$ cat src/rtl/sdram_pkg.sv
// Shared SDRAM command encodings and arbiter state type.
package sdram_pkg;

  // Commands are {cs_n, ras_n, cas_n, we_n}
  localparam logic [3:0] CMD_NOP  = 4'b0111;
  localparam logic [3:0] CMD_AREF = 4'b0001;
  localparam logic [3:0] CMD_PRE  = 4'b0010;
  localparam logic [3:0] CMD_ACT  = 4'b0011;
  localparam logic [3:0] CMD_WR   = 4'b0100;
  localparam logic [3:0] CMD_RD   = 4'b0101;

  typedef enum logic [2:0] {
    StInit,
    StArbit,
    StAref,
    StWrite,
    StRead
  } state_e;

endpackage

$ cat src/rtl/sdram_arbit_if.sv
// Engine-side handshakes and SDRAM pin bundle seen by the arbiter.
interface sdram_arbit_if #(
  parameter int unsigned ADDR_W = 12,
  parameter int unsigned BANK_W = 2
) ();

  logic              flag_init_end;
  logic [3:0]        init_cmd;
  logic [ADDR_W-1:0] init_addr;

  logic              ref_req;
  logic              flag_ref_end;
  logic [3:0]        aref_cmd;
  logic [ADDR_W-1:0] aref_addr;

  logic              wr_req;
  logic              flag_wr_end;
  logic [3:0]        wr_cmd;
  logic [ADDR_W-1:0] wr_addr;
  logic [BANK_W-1:0] wr_bank;

  logic              rd_req;
  logic              flag_rd_end;
  logic [3:0]        rd_cmd;
  logic [ADDR_W-1:0] rd_addr;
  logic [BANK_W-1:0] rd_bank;

  logic              ref_en;
  logic              wr_en;
  logic              rd_en;

  logic              sdram_cke;
  logic [3:0]        sdram_cmd;
  logic [ADDR_W-1:0] sdram_addr;
  logic [BANK_W-1:0] sdram_bank;

  // Arbiter side
  modport master (
    input  flag_init_end, init_cmd, init_addr,
    input  ref_req, flag_ref_end, aref_cmd, aref_addr,
    input  wr_req, flag_wr_end, wr_cmd, wr_addr, wr_bank,
    input  rd_req, flag_rd_end, rd_cmd, rd_addr, rd_bank,
    output ref_en, wr_en, rd_en,
    output sdram_cke, sdram_cmd, sdram_addr, sdram_bank
  );

  // Engines / pin side
  modport slave (
    output flag_init_end, init_cmd, init_addr,
    output ref_req, flag_ref_end, aref_cmd, aref_addr,
    output wr_req, flag_wr_end, wr_cmd, wr_addr, wr_bank,
    output rd_req, flag_rd_end, rd_cmd, rd_addr, rd_bank,
    input  ref_en, wr_en, rd_en,
    input  sdram_cke, sdram_cmd, sdram_addr, sdram_bank
  );

endinterface

$ cat src/rtl/sdram_cmd_mux.sv
// Routes the granted engine's command/address/bank onto the SDRAM pins.
module sdram_cmd_mux
  import sdram_pkg::*;
#(
  parameter int unsigned ADDR_W = 12,
  parameter int unsigned BANK_W = 2
) (
  input  state_e            state_i,
  input  logic [3:0]        init_cmd_i,
  input  logic [ADDR_W-1:0] init_addr_i,
  input  logic [3:0]        aref_cmd_i,
  input  logic [ADDR_W-1:0] aref_addr_i,
  input  logic [3:0]        wr_cmd_i,
  input  logic [ADDR_W-1:0] wr_addr_i,
  input  logic [BANK_W-1:0] wr_bank_i,
  input  logic [3:0]        rd_cmd_i,
  input  logic [ADDR_W-1:0] rd_addr_i,
  input  logic [BANK_W-1:0] rd_bank_i,
  output logic [3:0]        cmd_o,
  output logic [ADDR_W-1:0] addr_o,
  output logic [BANK_W-1:0] bank_o
);

  // Select pin drivers from the current state; ARBIT parks the bus on NOP
  always_comb begin
    cmd_o  = CMD_NOP;
    addr_o = '0;
    bank_o = '0;
    case (state_i)
      StInit: begin
        cmd_o  = init_cmd_i;
        addr_o = init_addr_i;
      end
      StAref: begin
        cmd_o  = aref_cmd_i;
        addr_o = aref_addr_i;
      end
      StWrite: begin
        cmd_o  = wr_cmd_i;
        addr_o = wr_addr_i;
        bank_o = wr_bank_i;
      end
      StRead: begin
        cmd_o  = rd_cmd_i;
        addr_o = rd_addr_i;
        bank_o = rd_bank_i;
      end
      default: ;
    endcase
  end

endmodule

$ cat src/rtl/sdram_arbit.sv
// Central SDRAM arbiter: holds INIT until init completes, then grants the bus to
// refresh (highest priority) or to write/read with round-robin on ties.
module sdram_arbit
  import sdram_pkg::*;
#(
  parameter int unsigned ADDR_W = 12,
  parameter int unsigned BANK_W = 2
) (
  input logic           sclk,
  input logic           s_rst_n,
  sdram_arbit_if.master bus
);

  state_e state_q;
  logic   ref_pend_q, ref_pend_d;
  logic   last_wr_q;
  logic   ref_en_q, wr_en_q, rd_en_q;
  logic   ref_hit;

  // A request arriving in the same cycle as the grant must not be lost, so set wins
  always_comb begin
    ref_pend_d = bus.ref_req | (ref_pend_q & ~ref_en_q);
  end

  assign ref_hit = ref_pend_q | bus.ref_req;

  // Arbitration FSM with registered one-cycle grant pulses
  always_ff @(posedge sclk) begin
    if (!s_rst_n) begin
      state_q    <= StInit;
      ref_pend_q <= 1'b0;
      last_wr_q  <= 1'b0;
      ref_en_q   <= 1'b0;
      wr_en_q    <= 1'b0;
      rd_en_q    <= 1'b0;
    end else begin
      ref_pend_q <= ref_pend_d;
      ref_en_q   <= 1'b0;
      wr_en_q    <= 1'b0;
      rd_en_q    <= 1'b0;
      case (state_q)
        StInit: begin
          if (bus.flag_init_end) state_q <= StArbit;
        end
        StArbit: begin
          if (ref_hit) begin
            state_q  <= StAref;
            ref_en_q <= 1'b1;
          end else if (bus.wr_req && (!bus.rd_req || !last_wr_q)) begin
            state_q   <= StWrite;
            wr_en_q   <= 1'b1;
            last_wr_q <= 1'b1;
          end else if (bus.rd_req) begin
            state_q   <= StRead;
            rd_en_q   <= 1'b1;
            last_wr_q <= 1'b0;
          end
        end
        StAref: begin
          if (bus.flag_ref_end) state_q <= StArbit;
        end
        StWrite: begin
          if (bus.flag_wr_end) state_q <= StArbit;
        end
        StRead: begin
          if (bus.flag_rd_end) state_q <= StArbit;
        end
        default: state_q <= StInit;
      endcase
    end
  end

  assign bus.ref_en    = ref_en_q;
  assign bus.wr_en     = wr_en_q;
  assign bus.rd_en     = rd_en_q;
  assign bus.sdram_cke = 1'b1;

  sdram_cmd_mux #(
    .ADDR_W (ADDR_W),
    .BANK_W (BANK_W)
  ) u_cmd_mux (
    .state_i     (state_q),
    .init_cmd_i  (bus.init_cmd),
    .init_addr_i (bus.init_addr),
    .aref_cmd_i  (bus.aref_cmd),
    .aref_addr_i (bus.aref_addr),
    .wr_cmd_i    (bus.wr_cmd),
    .wr_addr_i   (bus.wr_addr),
    .wr_bank_i   (bus.wr_bank),
    .rd_cmd_i    (bus.rd_cmd),
    .rd_addr_i   (bus.rd_addr),
    .rd_bank_i   (bus.rd_bank),
    .cmd_o       (bus.sdram_cmd),
    .addr_o      (bus.sdram_addr),
    .bank_o      (bus.sdram_bank)
  );

endmodule

$ cat src/flat_wrapper.sv
// flat-port wrapper written by rule: the top's interface ports become plain ports
module sdram_arbit_flat import sdram_pkg::*;
#(
  parameter int unsigned ADDR_W = 12,
  parameter int unsigned BANK_W = 2
)
  (sclk, s_rst_n, bus_flag_init_end, bus_init_cmd, bus_init_addr, bus_ref_req, bus_flag_ref_end, bus_aref_cmd, bus_aref_addr, bus_wr_req, bus_flag_wr_end, bus_wr_cmd, bus_wr_addr, bus_wr_bank, bus_rd_req, bus_flag_rd_end, bus_rd_cmd, bus_rd_addr, bus_rd_bank, bus_ref_en, bus_wr_en, bus_rd_en, bus_sdram_cke, bus_sdram_cmd, bus_sdram_addr, bus_sdram_bank);
  sdram_arbit_if #(.ADDR_W(ADDR_W), .BANK_W(BANK_W)) bus_i ();
  input logic sclk;
  input logic s_rst_n;
  input wire logic [$bits(bus_i.flag_init_end)-1:0] bus_flag_init_end;
  input wire logic [$bits(bus_i.init_cmd)-1:0] bus_init_cmd;
  input wire logic [$bits(bus_i.init_addr)-1:0] bus_init_addr;
  input wire logic [$bits(bus_i.ref_req)-1:0] bus_ref_req;
  input wire logic [$bits(bus_i.flag_ref_end)-1:0] bus_flag_ref_end;
  input wire logic [$bits(bus_i.aref_cmd)-1:0] bus_aref_cmd;
  input wire logic [$bits(bus_i.aref_addr)-1:0] bus_aref_addr;
  input wire logic [$bits(bus_i.wr_req)-1:0] bus_wr_req;
  input wire logic [$bits(bus_i.flag_wr_end)-1:0] bus_flag_wr_end;
  input wire logic [$bits(bus_i.wr_cmd)-1:0] bus_wr_cmd;
  input wire logic [$bits(bus_i.wr_addr)-1:0] bus_wr_addr;
  input wire logic [$bits(bus_i.wr_bank)-1:0] bus_wr_bank;
  input wire logic [$bits(bus_i.rd_req)-1:0] bus_rd_req;
  input wire logic [$bits(bus_i.flag_rd_end)-1:0] bus_flag_rd_end;
  input wire logic [$bits(bus_i.rd_cmd)-1:0] bus_rd_cmd;
  input wire logic [$bits(bus_i.rd_addr)-1:0] bus_rd_addr;
  input wire logic [$bits(bus_i.rd_bank)-1:0] bus_rd_bank;
  output wire logic [$bits(bus_i.ref_en)-1:0] bus_ref_en;
  output wire logic [$bits(bus_i.wr_en)-1:0] bus_wr_en;
  output wire logic [$bits(bus_i.rd_en)-1:0] bus_rd_en;
  output wire logic [$bits(bus_i.sdram_cke)-1:0] bus_sdram_cke;
  output wire logic [$bits(bus_i.sdram_cmd)-1:0] bus_sdram_cmd;
  output wire logic [$bits(bus_i.sdram_addr)-1:0] bus_sdram_addr;
  output wire logic [$bits(bus_i.sdram_bank)-1:0] bus_sdram_bank;
  assign bus_i.flag_init_end = bus_flag_init_end;
  assign bus_i.init_cmd = bus_init_cmd;
  assign bus_i.init_addr = bus_init_addr;
  assign bus_i.ref_req = bus_ref_req;
  assign bus_i.flag_ref_end = bus_flag_ref_end;
  assign bus_i.aref_cmd = bus_aref_cmd;
  assign bus_i.aref_addr = bus_aref_addr;
  assign bus_i.wr_req = bus_wr_req;
  assign bus_i.flag_wr_end = bus_flag_wr_end;
  assign bus_i.wr_cmd = bus_wr_cmd;
  assign bus_i.wr_addr = bus_wr_addr;
  assign bus_i.wr_bank = bus_wr_bank;
  assign bus_i.rd_req = bus_rd_req;
  assign bus_i.flag_rd_end = bus_flag_rd_end;
  assign bus_i.rd_cmd = bus_rd_cmd;
  assign bus_i.rd_addr = bus_rd_addr;
  assign bus_i.rd_bank = bus_rd_bank;
  assign bus_ref_en = bus_i.ref_en;
  assign bus_wr_en = bus_i.wr_en;
  assign bus_rd_en = bus_i.rd_en;
  assign bus_sdram_cke = bus_i.sdram_cke;
  assign bus_sdram_cmd = bus_i.sdram_cmd;
  assign bus_sdram_addr = bus_i.sdram_addr;
  assign bus_sdram_bank = bus_i.sdram_bank;
  sdram_arbit #(.ADDR_W(ADDR_W), .BANK_W(BANK_W)) u_core (.sclk(sclk), .s_rst_n(s_rst_n), .bus(bus_i));
endmodule
$ cat config.mk
export PLATFORM = sky130hd
export DESIGN_NAME = sdram_arbit_flat
export DESIGN_NICKNAME = d
export VERILOG_FILES = /design/src/rtl/sdram_pkg.sv /design/src/rtl/sdram_arbit_if.sv /design/src/rtl/sdram_cmd_mux.sv /design/src/rtl/sdram_arbit.sv /design/src/flat_wrapper.sv
export SDC_FILE = /design/constraint.sdc
export NUM_CORES = 1
export LEC_CHECK = 0
export CAP_MARGIN = 40
export CORE_ASPECT_RATIO = 0.9
export CORE_MARGIN = 5
export CORE_UTILIZATION = 26
export DETAILED_ROUTE_END_ITERATION = 12
export HOLD_SLACK_MARGIN = 0.08
export PLACE_DENSITY = 0.76
export SYNTH_ARGS = -nofsm -noshare
export SYNTH_HDL_FRONTEND = slang
export SYNTH_SLANG_ARGS = --single-unit
$ cat constraint.sdc
create_clock -name sclk -period 1.4 [get_ports sclk]
set_clock_uncertainty 0.05 [all_clocks]
set_input_delay 0.42 -clock sclk [delete_from_list [all_inputs] [get_ports sclk]]
set_output_delay 0.42 -clock sclk [all_outputs]
set_load 0.02 [all_outputs]
==> metrics.txt, run 1 <==
# TYPE chip_impl_metric gauge
chip_impl_info{name="run_status",value="finished with violations"} 1
chip_impl_info{name="violated_checks",value="negative setup slack"} 1
chip_impl_metric{name="fin_crit",unit="ns"} 1.960
chip_impl_metric{name="synthesis.instances",unit=""} 136
chip_impl_metric{name="h-tree-depth",unit=""} 1
chip_impl_metric{name="grt_pass1_wl",unit="mm"} 5.920
chip_impl_metric{name="fmax",unit="MHz"} 510.1
chip_impl_metric{name="period_share",unit="%"} 140.0
chip_impl_info{name="synth_top_flop_cell",value="dfxtp_1"} 1
chip_impl_metric{name="irDropWorstVdd",unit="uV"} 617.8
chip_impl_metric{name="timing.critical_path.required",unit="ns"} 0.93
chip_impl_metric{name="ys_seq_elements",unit=""} 8
chip_impl_metric{name="global_route.usage.total",unit="%"} 14.95
chip_impl_metric{name="post-route-worst-setup-slack",unit="ns"} -0.5605
chip_impl_metric{name="cts_buffers",unit=""} 3
chip_impl_metric{name="die_area",unit="sq um"} 5041
chip_impl_metric{name="netlist_area",unit="sq um"} 967.2
chip_impl_metric{name="synth_edf_count",unit=""} 0
chip_impl_metric{name="critPathMaxStageDelay",unit="ns"} 0.38
chip_impl_metric{name="synthesis.yosys.warnings",unit=""} 0
chip_impl_metric{name="timing.final.hold_violations",unit=""} 0
chip_impl_info{name="min-delay-path-class",value="reg -> reg"} 1
chip_impl_metric{name="total_power",unit="mW"} 1.479
chip_impl_info{name="cts.root.buffer_cell",value="clkbuf_8"} 1
chip_impl_metric{name="clkTransAtPathRegs",unit="ns"} 0.05
chip_impl_info{name="grt_setup_unrepaired",value="true"} 1
chip_impl_info{name="worstSetupPathType",value="reg -> out"} 1
chip_impl_metric{name="core_area",unit="sq um"} 3652
chip_impl_metric{name="tritoncts_num_sinks",unit=""} 8
chip_impl_metric{name="setup-violations-final",unit=""} 18
chip_impl_metric{name="post_synth.cell_area_avg",unit="sq um"} 7.112
chip_impl_metric{name="place_congestion",unit=""} 0.8194
chip_impl_metric{name="place_hpwl",unit="mm"} 3.358
chip_impl_metric{name="ant_nets",unit=""} 0
chip_impl_metric{name="viasPerCell",unit=""} 4.768
chip_impl_metric{name="timing_max_transition_violations_final",unit=""} 0
chip_impl_metric{name="ctsLongestPathBuffers",unit=""} 2
chip_impl_info{name="cp_cell_sequence",value="buf_12, mux2_4, o22a_1, o22a_2, buf_6"} 1
chip_impl_info{name="cp-end-kind",value="output pin"} 1
chip_impl_metric{name="width_of_the_die",unit="microns"} 74.29
chip_impl_metric{name="fp.dieH",unit="microns"} 67.86
chip_impl_metric{name="pwr_density_cell",unit="nW/um^2"} 615.6
chip_impl_metric{name="placementRows",unit=""} 21
chip_impl_metric{name="floorplan.io_pins",unit=""} 99
chip_impl_metric{name="critical_path.max_fanout",unit=""} 6
chip_impl_info{name="tritoncts",value="yes"} 1
chip_impl_metric{name="grt_overflow",unit=""} 0
chip_impl_metric{name="detail_route.drc_violations",unit=""} 0
chip_impl_metric{name="max_cap_viol_count",unit=""} 0
chip_impl_metric{name="initial_core_util",unit="%"} 26.48
chip_impl_metric{name="cellLeakagePower",unit="nW"} 1.026
chip_impl_metric{name="drt_iter0_drc",unit=""} 33
chip_impl_metric{name="fin_setup_tns",unit="ns"} -8.935
chip_impl_info{name="timing.critical_path.from_type",value="flip-flop"} 1
chip_impl_metric{name="syn-num-nets",unit=""} 213
chip_impl_metric{name="drive_gt1_share",unit="%"} 36.90
chip_impl_metric{name="detail_route.wirelength",unit="mm"} 4.350
chip_impl_metric{name="asyncSetResetFlopFracSynth",unit="%"} 0
chip_impl_metric{name="timing.hold.ws",unit="ns"} 0.4583
chip_impl_metric{name="antennaDiodeCount",unit=""} 0
chip_impl_metric{name="detail_route.wl_per_cell",unit="microns"} 14.60
chip_impl_metric{name="syn2layout_area_growth",unit="%"} 148.4
chip_impl_info{name="critPathSlowestCell",value="dfxtp_4"} 1
chip_impl_metric{name="portBuffers",unit=""} 97
chip_impl_metric{name="firstDrtPassIters",unit=""} 4
chip_impl_metric{name="num_vias",unit=""} 1421
chip_impl_metric{name="grt_start_max_net_pins",unit=""} 14
chip_impl_metric{name="finalCoreUtilization",unit="%"} 65.78
chip_impl_metric{name="seq_area_frac_synth",unit="%"} 16.56
chip_impl_metric{name="finish.net_count",unit=""} 330
chip_impl_metric{name="clock_network_latency_to_the_later_pin_of_the_worst_skew_pair",unit="ns"} 0.23
chip_impl_metric{name="synthDistinctLibCells",unit=""} 36
chip_impl_metric{name="cp.arrival",unit="ns"} 1.49
chip_impl_metric{name="grt_pass1_vias",unit=""} 1371
chip_impl_metric{name="grt_antenna_before_repair",unit=""} 0
-- registers in the layout (all words and copies together) (netlist names) --
signal	count
u_core.bus.wr_en	1
u_core.last_wr_q	1
u_core.bus.ref_en	1
u_core.state_q	3
u_core.ref_pend_q	1
u_core.bus.rd_en	1
-- final cells by class --
cell class | count | area [sq um]
clock buffers | 4 | 45.04
fillers | 329 | 1250
inverters | 2 | 7.507
multi-input cells | 115 | 898.4
flip-flops and latches | 8 | 168.9
well taps | 46 | 57.56
repair buffers | 123 | 1225
-- logic make-up after synthesis --
family / share of synthesized area (%)
simple gates: 27.81
compound gates: 28.98
mux: 16.95
buf+inv: 9.314
flops: 16.56
other cells: 0.3877
-- per-layer routing --
metal,up-vias,GRT usage (%),share of wire (%)
li1,719,-,-
met1,630,16.86,39
met2,70,28.54,48
met3,2,3.818,12
met4,0,2.667,0.41
met5,-,0,0
-- layout by cell type (no fill, tap or decap), types with 4 or more instances in the layout --
cell type        count
dlymetal6s2s_1       4
a21oi_2              7
nand2_1             16
o21ai_2             13
a21oi_1              7
nor2_1              20
dlygate4sd2_1       24
buf_4               21
clkdlybuf4s50_1     51
mux2i_1             13
buf_6               17
dfxtp_1              5
-- timing repair --
item                       4_1_cts  5_1_grt
setup endpoints to repair       25       23
pin swaps                       25        8
gates resized for setup        138       25
setup buffers                    5        2
hold buffers                     0        0
-- where the power goes --
group / internal [mW] / switching [mW]
logic: 0.547 / 0.388
clock network: 0.197 / 0.0917
registers: 0.241 / 0.0126
-- cell usage after synthesis (all sizes together) (2+ instances only) --
cell type	n	share of area, %
a21oi	16	8.3
clkbuf	2	0.78
nor2	20	7.8
mux2i	13	13
mux2	3	3.5
o21ai	13	6.7
dfxtp	8	17
o22a	6	5.4
buf	9	7.8
a22o	2	1.8
nor3	4	3.1
and2	2	1.3
nand2b	4	3.4
nand2	17	6.6
a21boi	2	1.6
inv	2	0.78
-- through the flow --
step | setup WS [ns] | instances | instance area, sq um
3_5_place_dp | -1.062 | 287 | 2190
5_1_grt | -0.6257 | 298 | 2402
3_3_place_gp | -1.023 | 287 | 2190
2_1_floorplan | -0.1826 | 136 | 1081
4_1_cts | -0.5893 | 296 | 2316
6_report | -0.5605 | 298 | 2402
-- critical path, delay by kind of cell (launching register included) --
family	cells	cell delay, ns
buffers and inverters	2	0.25
DFF	1	0.38
AOI/OAI and AO/OA	2	0.33
muxes	1	0.29
-- worst paths after layout --
kind,startpoint,slack [ns],cells after the start,endpoint
worst max register to register,u_core.state_q[1]$_SDFFE_PN0P_,0.03,6,u_core.state_q[0]$_SDFFE_PN0P_
worst min register to register,u_core.bus.ref_en$_SDFF_PN0_,0.46,3,u_core.ref_pend_q$_SDFF_PN0_
worst min-delay path,u_core.bus.ref_en$_SDFF_PN0_,0.46,3,u_core.ref_pend_q$_SDFF_PN0_
worst max-delay path,u_core.state_q[1]$_SDFFE_PN0P_,-0.56,5,bus_sdram_cmd[0]
(Power assumes the default switching activity.)
==> run 2: changes to the inputs <==
Settings changed: CELL_PAD_IN_SITES_DETAIL_PLACEMENT set to 1, CELL_PAD_IN_SITES_GLOBAL_PLACEMENT set to 1, CORE_UTILIZATION 26 to 16, PLACE_DENSITY 0.76 to unset, PLACE_DENSITY_LB_ADDON set to 0.1.
==> run 2 against run 1 <==
  * The run still ends with negative setup slack left
  * Count of clock-buffer cells in the layout unchanged
  * First-iteration DRC count down 33%
  * Worst hold slack better by 0.014 ns
  * Largest cell class unchanged
==> metrics.txt, run 2 (synthesis results as in run 1) <==
# TYPE chip_impl_metric gauge
chip_impl_metric{name="cp.arrival",unit="ns"} 1.52
chip_impl_info{name="timing.critical_path.from_type",value="flip-flop"} 1
chip_impl_metric{name="layout.area.seq",unit="sq um"} 168.9
chip_impl_metric{name="global_route.usage.total",unit="%"} 13.30
chip_impl_info{name="run_status",value="finished with violations"} 1
chip_impl_metric{name="floorplan.io_pins",unit=""} 99
chip_impl_metric{name="width_of_the_die",unit="microns"} 91.96
chip_impl_metric{name="portBuffers",unit=""} 97
chip_impl_metric{name="timing.hold.ws",unit="ns"} 0.4722
chip_impl_metric{name="setup-violations-final",unit=""} 24
chip_impl_metric{name="grt_antenna_before_repair",unit=""} 0
chip_impl_metric{name="viasPerCell",unit=""} 4.631
chip_impl_metric{name="detail_route.wirelength",unit="mm"} 5.420
chip_impl_metric{name="ctsLongestPathBuffers",unit=""} 2
chip_impl_metric{name="die_area",unit="sq um"} 7702
chip_impl_metric{name="detail_route.wl_per_cell",unit="microns"} 16.94
chip_impl_info{name="cp_cell_sequence",value="buf_12, and2b_2, clkbuf_16, a21oi_4, o21ai_2, buf_6"} 1
chip_impl_metric{name="fin_crit",unit="ns"} 1.986
chip_impl_metric{name="finalCoreUtilization",unit="%"} 45.55
chip_impl_metric{name="cellLeakagePower",unit="nW"} 1.049
chip_impl_metric{name="num_vias",unit=""} 1482
chip_impl_info{name="cp-end-kind",value="output pin"} 1
chip_impl_metric{name="fmax",unit="MHz"} 503.6
chip_impl_metric{name="critPathMaxStageDelay",unit="ns"} 0.36
chip_impl_metric{name="core_area",unit="sq um"} 5791
chip_impl_metric{name="initial_core_util",unit="%"} 16.70
chip_impl_info{name="worstSetupPathType",value="reg -> out"} 1
chip_impl_metric{name="clock_network_latency_to_the_later_pin_of_the_worst_skew_pair",unit="ns"} 0.23
chip_impl_info{name="largest-register",value="u_core.state_q"} 1
chip_impl_metric{name="grt_pass1_wl",unit="mm"} 8.466
chip_impl_metric{name="tritoncts_num_sinks",unit=""} 8
chip_impl_metric{name="finish.net_count",unit=""} 328
chip_impl_metric{name="placementRows",unit=""} 26
chip_impl_metric{name="cts.hold.buffers_added",unit=""} 0
chip_impl_metric{name="timing.critical_path.required",unit="ns"} 0.93
chip_impl_info{name="mostFrequentLayoutCell",value="clkdlybuf4s50_1"} 1
chip_impl_info{name="cts.root.buffer_cell",value="clkbuf_8"} 1
chip_impl_metric{name="firstDrtPassIters",unit=""} 4
chip_impl_metric{name="antennaDiodeCount",unit=""} 0
chip_impl_info{name="critPathSlowestCell",value="dfxtp_4"} 1
chip_impl_info{name="violated_checks",value="negative setup slack"} 1
chip_impl_metric{name="grt_pass1_vias",unit=""} 1662
chip_impl_info{name="grt_setup_unrepaired",value="true"} 1
chip_impl_metric{name="clkTransAtPathRegs",unit="ns"} 0.04
chip_impl_metric{name="ant_nets",unit=""} 0
chip_impl_metric{name="critical_path.max_fanout",unit=""} 6
chip_impl_info{name="min-delay-path-class",value="reg -> reg"} 1
chip_impl_metric{name="design_area",unit="sq um"} 2638
chip_impl_metric{name="drt_iter0_drc",unit=""} 22
chip_impl_metric{name="fillerInstances",unit=""} 647
chip_impl_metric{name="period_share",unit="%"} 141.8
chip_impl_metric{name="timing.final.hold_violations",unit=""} 0
chip_impl_metric{name="detail_route.drc_violations",unit=""} 0
chip_impl_metric{name="place_hpwl",unit="mm"} 4.341
chip_impl_metric{name="place_congestion",unit=""} 0.8021
chip_impl_metric{name="fp.dieH",unit="microns"} 83.76
chip_impl_metric{name="h-tree-depth",unit=""} 1
chip_impl_metric{name="cts_buffers",unit=""} 3
chip_impl_metric{name="grt_start_max_net_pins",unit=""} 14
chip_impl_metric{name="total_power",unit="mW"} 1.586
chip_impl_metric{name="post-route-worst-setup-slack",unit="ns"} -0.5856
chip_impl_info{name="tritoncts",value="yes"} 1
chip_impl_metric{name="grt_overflow",unit=""} 0
chip_impl_metric{name="timing_max_transition_violations_final",unit=""} 0
chip_impl_metric{name="max_cap_viol_count",unit=""} 0
chip_impl_info{name="layout_common_cells",value="57 x clkdlybuf4s50_1, 19 x buf_6, 17 x dlygate4sd2_1"} 1
chip_impl_metric{name="drive_gt1_share",unit="%"} 44.80
chip_impl_metric{name="multi_input_comb_area",unit="sq um"} 1045
chip_impl_metric{name="syn2layout_area_growth",unit="%"} 172.7
chip_impl_metric{name="placed_area",unit="sq um"} 2197
chip_impl_metric{name="pwr_density_cell",unit="nW/um^2"} 601.2
chip_impl_metric{name="largest_register_ffs",unit=""} 3
chip_impl_metric{name="irDropWorstVdd",unit="uV"} 416.3
run 2: cell types whose count changed in the layout (fill, tap and decap cells not counted), moves of 3 or more:
cell,previous run,this run
clkdlybuf4s50_1,51,57
a21oi_4,2,9
a21oi_1,7,2
nor2_2,0,7
mux2i_1,13,6
mux2i_4,0,3
nor2_1,20,11
mux2i_2,0,4
dlygate4sd2_1,24,17
buf_12,3,6
buf_4,21,14
run 2: path summary, 6_finish.rpt:
path | from | endpoint | slack (ns) | depth (start not counted)
worst max register to register | u_core.state_q[1]$_SDFFE_PN0P_ | u_core.state_q[0]$_SDFFE_PN0P_ | -0.15 | 7
worst min register to register | u_core.bus.ref_en$_SDFF_PN0_ | u_core.ref_pend_q$_SDFF_PN0_ | 0.47 | 3
worst max-delay path | u_core.state_q[1]$_SDFFE_PN0P_ | bus_sdram_addr[9] | -0.59 | 6
worst min-delay path | u_core.bus.ref_en$_SDFF_PN0_ | u_core.ref_pend_q$_SDFF_PN0_ | 0.47 | 3
run 2: cell type report:
class / count / share of cell area, %
Clock buffer: 4 / 1.708
Tap cell: 70 / 3.321
Sequential cell: 8 / 6.404
Timing Repair Buffer: 121 / 48.67
Multi-Input combinational cell: 115 / 39.61
Inverter: 2 / 0.2846
run 2: timing repair:
item | in CTS | in global routing
gates resized for setup | 149 | 45
setup endpoints to repair | 27 | 24
setup buffers | 4 | 3
gates cloned | 1 | 1
pin swaps | 16 | 21
run 2: worst max-delay path: cells and delay by family, from the launching register on:
kind	cells	cell delay [ns]
and+or+nand+nor	1	0.26
buffers and inverters	3	0.45
AOI/OAI and AO/OA	2	0.21
DFF	1	0.36
run 2: stage by stage:
step	worst slack, ns	setup TNS, ns	instances
3_5_place_dp	-1.057	-18.69	308
3_3_place_gp	-1.038	-18.10	308
4_1_cts	-0.6076	-9.520	317
6_report	-0.5856	-10.20	320
5_1_grt	-0.6457	-11.62	320
2_1_floorplan	-0.1826	-2.772	136
run 2: report_power, final:
group / total (mW) / switching [mW] / internal (mW)
Clock: 0.297 / 0.0987 / 0.198
Combinational: 1.03 / 0.442 / 0.592
Sequential: 0.255 / 0.0133 / 0.241
Total: 1.59 / 0.554 / 1.03
run 2: routing by layer:
metal	vias to the layer above	part of all wire, %	track usage [%]	wire (microns)
met4	0	0.61	2.834	33
met2	64	49	23.61	2673
met5	-	0	0	0
met3	4	7.7	3.787	415
met1	703	42	15.81	2297
li1	711	-	-	-
==> run 3: changes to the inputs <==
Settings changed: CORE_MARGIN 5 to unset.
==> run 3 against run 2 <==
  * The run ends with design-rule violations, negative setup slack left
  * First-iteration DRC count grew 32%
  * Sequential power is essentially flat
  * Die area decreased by 17%
  * Design area shrank 8.5%
  * Setup slack improved by 0.021 ns
  * Clock power increased by 4%
  * Critical path type unchanged
  * Critical endpoint is now bus_sdram_cmd[1]
  * Largest cell class unchanged
==> metrics.txt, run 3 (synthesis results as in run 1) <==
# TYPE chip_impl_metric gauge
chip_impl_metric{name="irDropWorstVdd",unit="uV"} 369.0
chip_impl_metric{name="wl_met3",unit="microns"} 309
chip_impl_metric{name="h-tree-depth",unit=""} 1
chip_impl_metric{name="core_area",unit="sq um"} 5758
chip_impl_info{name="cp-end-kind",value="output pin"} 1
chip_impl_metric{name="grt_overflow",unit=""} 0
chip_impl_metric{name="dr_wl_met2",unit="mm"} 2.653
chip_impl_metric{name="ctsLongestPathBuffers",unit=""} 2
chip_impl_metric{name="detail_route.wirelength",unit="mm"} 4.781
chip_impl_metric{name="post-route-worst-setup-slack",unit="ns"} -0.5650
chip_impl_metric{name="grt_start_max_net_pins",unit=""} 14
chip_impl_info{name="grt_setup_unrepaired",value="true"} 1
chip_impl_info{name="largest-register",value="u_core.state_q"} 1
chip_impl_metric{name="width_of_the_die",unit="microns"} 83.96
chip_impl_metric{name="cell_count_post_placement",unit=""} 312
chip_impl_info{name="timing.critical_path.from_type",value="flip-flop"} 1
chip_impl_metric{name="cts.hold.buffers_added",unit=""} 0
chip_impl_metric{name="clkTransAtPathRegs",unit="ns"} 0.04
chip_impl_info{name="routed.top_layer",value="met4"} 1
chip_impl_metric{name="fmax",unit="MHz"} 508.9
chip_impl_metric{name="syn2layout_area_growth",unit="%"} 149.5
chip_impl_metric{name="portBuffers",unit=""} 97
chip_impl_metric{name="drt_iter0_drc",unit=""} 29
chip_impl_metric{name="placementRows",unit=""} 26
chip_impl_metric{name="largest_register_ffs",unit=""} 3
chip_impl_metric{name="detail_route.drc_violations",unit=""} 15
chip_impl_metric{name="timing.critical_path.required",unit="ns"} 0.93
chip_impl_metric{name="grt_antenna_before_repair",unit=""} 0
chip_impl_metric{name="finalCoreUtilization",unit="%"} 41.92
chip_impl_info{name="layout_common_cells",value="56 x clkdlybuf4s50_1, 20 x dlygate4sd2_1, 19 x buf_4"} 1
chip_impl_metric{name="place_hpwl",unit="mm"} 3.857
chip_impl_metric{name="cts_buffers",unit=""} 3
chip_impl_metric{name="global_route.usage.total",unit="%"} 15.16
chip_impl_metric{name="cellLeakagePower",unit="nW"} 0.9956
chip_impl_info{name="min-delay-path-class",value="reg -> reg"} 1
chip_impl_metric{name="antennaDiodeCount",unit=""} 0
chip_impl_metric{name="critical_path.max_fanout",unit=""} 7
chip_impl_metric{name="ant_nets",unit=""} 0
chip_impl_metric{name="setup-violations-final",unit=""} 24
chip_impl_info{name="tritoncts",value="yes"} 1
chip_impl_metric{name="tritoncts_num_sinks",unit=""} 8
chip_impl_info{name="mostFrequentLayoutCell",value="clkdlybuf4s50_1"} 1
chip_impl_metric{name="finish.net_count",unit=""} 327
chip_impl_metric{name="floorplan.io_pins",unit=""} 99
chip_impl_metric{name="total_power",unit="mW"} 1.500
chip_impl_metric{name="fin_cells",unit=""} 319
chip_impl_metric{name="pwr_density_cell",unit="nW/um^2"} 621.3
chip_impl_metric{name="timing_max_transition_violations_final",unit=""} 0
chip_impl_metric{name="max_cap_viol_count",unit=""} 0
chip_impl_metric{name="timing.hold.ws",unit="ns"} 0.4538
chip_impl_info{name="cts.root.buffer_cell",value="clkbuf_8"} 1
chip_impl_metric{name="fp.dieH",unit="microns"} 75.76
chip_impl_metric{name="cp.arrival",unit="ns"} 1.50
chip_impl_info{name="violated_checks",value="design-rule violations, negative setup slack"} 1
chip_impl_metric{name="place_congestion",unit=""} 0.7665
chip_impl_metric{name="num_vias",unit=""} 1437
chip_impl_metric{name="wl_met1",unit="mm"} 1.778
chip_impl_metric{name="viasPerCell",unit=""} 4.505
chip_impl_metric{name="fin_crit",unit="ns"} 1.965
chip_impl_metric{name="clock_network_latency_to_the_later_pin_of_the_worst_skew_pair",unit="ns"} 0.24
chip_impl_metric{name="drive_gt1_share",unit="%"} 37.75
chip_impl_metric{name="grt_pass1_vias",unit=""} 1493
chip_impl_metric{name="timing.final.hold_violations",unit=""} 0
chip_impl_metric{name="initial_core_util",unit="%"} 16.80
chip_impl_metric{name="fin_setup_tns",unit="ns"} -9.022
chip_impl_metric{name="detail_route.wl_per_cell",unit="microns"} 14.99
chip_impl_metric{name="grt_pass1_wl",unit="mm"} 7.486
chip_impl_info{name="worstSetupPathType",value="reg -> out"} 1
chip_impl_info{name="run_status",value="finished with violations"} 1
chip_impl_metric{name="firstDrtPassIters",unit=""} 7
chip_impl_metric{name="die_area",unit="sq um"} 6360
chip_impl_metric{name="period_share",unit="%"} 140.4
==> run 3: worst paths after layout <==
path                                          to  depth (start not counted)  slack [ns]                            from
hold / removal      u_core.ref_pend_q$_SDFF_PN0_                          3        0.45    u_core.bus.ref_en$_SDFF_PN0_
hold reg to reg     u_core.ref_pend_q$_SDFF_PN0_                          3        0.45    u_core.bus.ref_en$_SDFF_PN0_
setup reg to reg  u_core.state_q[0]$_SDFFE_PN0P_                          6       -0.15  u_core.state_q[1]$_SDFFE_PN0P_
setup / recovery                bus_sdram_cmd[1]                          5       -0.57  u_core.state_q[1]$_SDFFE_PN0P_
==> run 3: worst max-delay path, stage by stage (launching register included) <==
cell,delay [ns]
dfxtp_4,0.37
buf_12,0.12
mux2_4,0.29
o22a_1,0.16
o22a_2,0.19
buf_6,0.13
==> run 3: layer usage <==
layer	up-vias	global-route usage, %
met1	666	16.62
met4	0	3.448
met5	-	0
met3	5	3.684
li1	708	-
met2	58	30.15
==> run 3: metrics by stage <==
stage	instance area (sq um)	setup WS, ns
2_1_floorplan	1081	-0.1826
3_3_place_gp	2215	-1.028
3_5_place_dp	2215	-1.038
4_1_cts	2333	-0.5968
5_1_grt	2414	-0.6111
6_report	2414	-0.5650
==> run 3: layout make-up <==
class | count | area, sq um
Sequential cell | 8 | 168.9
Fill cell | 683 | 3344
Tap cell | 70 | 87.58
Clock buffer | 4 | 45.04
Multi-Input combinational cell | 115 | 905.9
Inverter | 2 | 7.507
Timing Repair Buffer | 120 | 1199
==> run 3: repair_timing <==
item,CTS,global route
pin swaps,14,7
resized for setup,138,21
cloned,0,0
setup endpoints to repair,27,24
buffers inserted,3,0
==> run 3: where the power goes <==
part,internal (mW),switching (mW),leakage (nW)
sequential,0.241,0.0134,0.0671
combinational,0.536,0.401,0.906
clock,0.199,0.110,0.0228
total,0.976,0.524,0.996
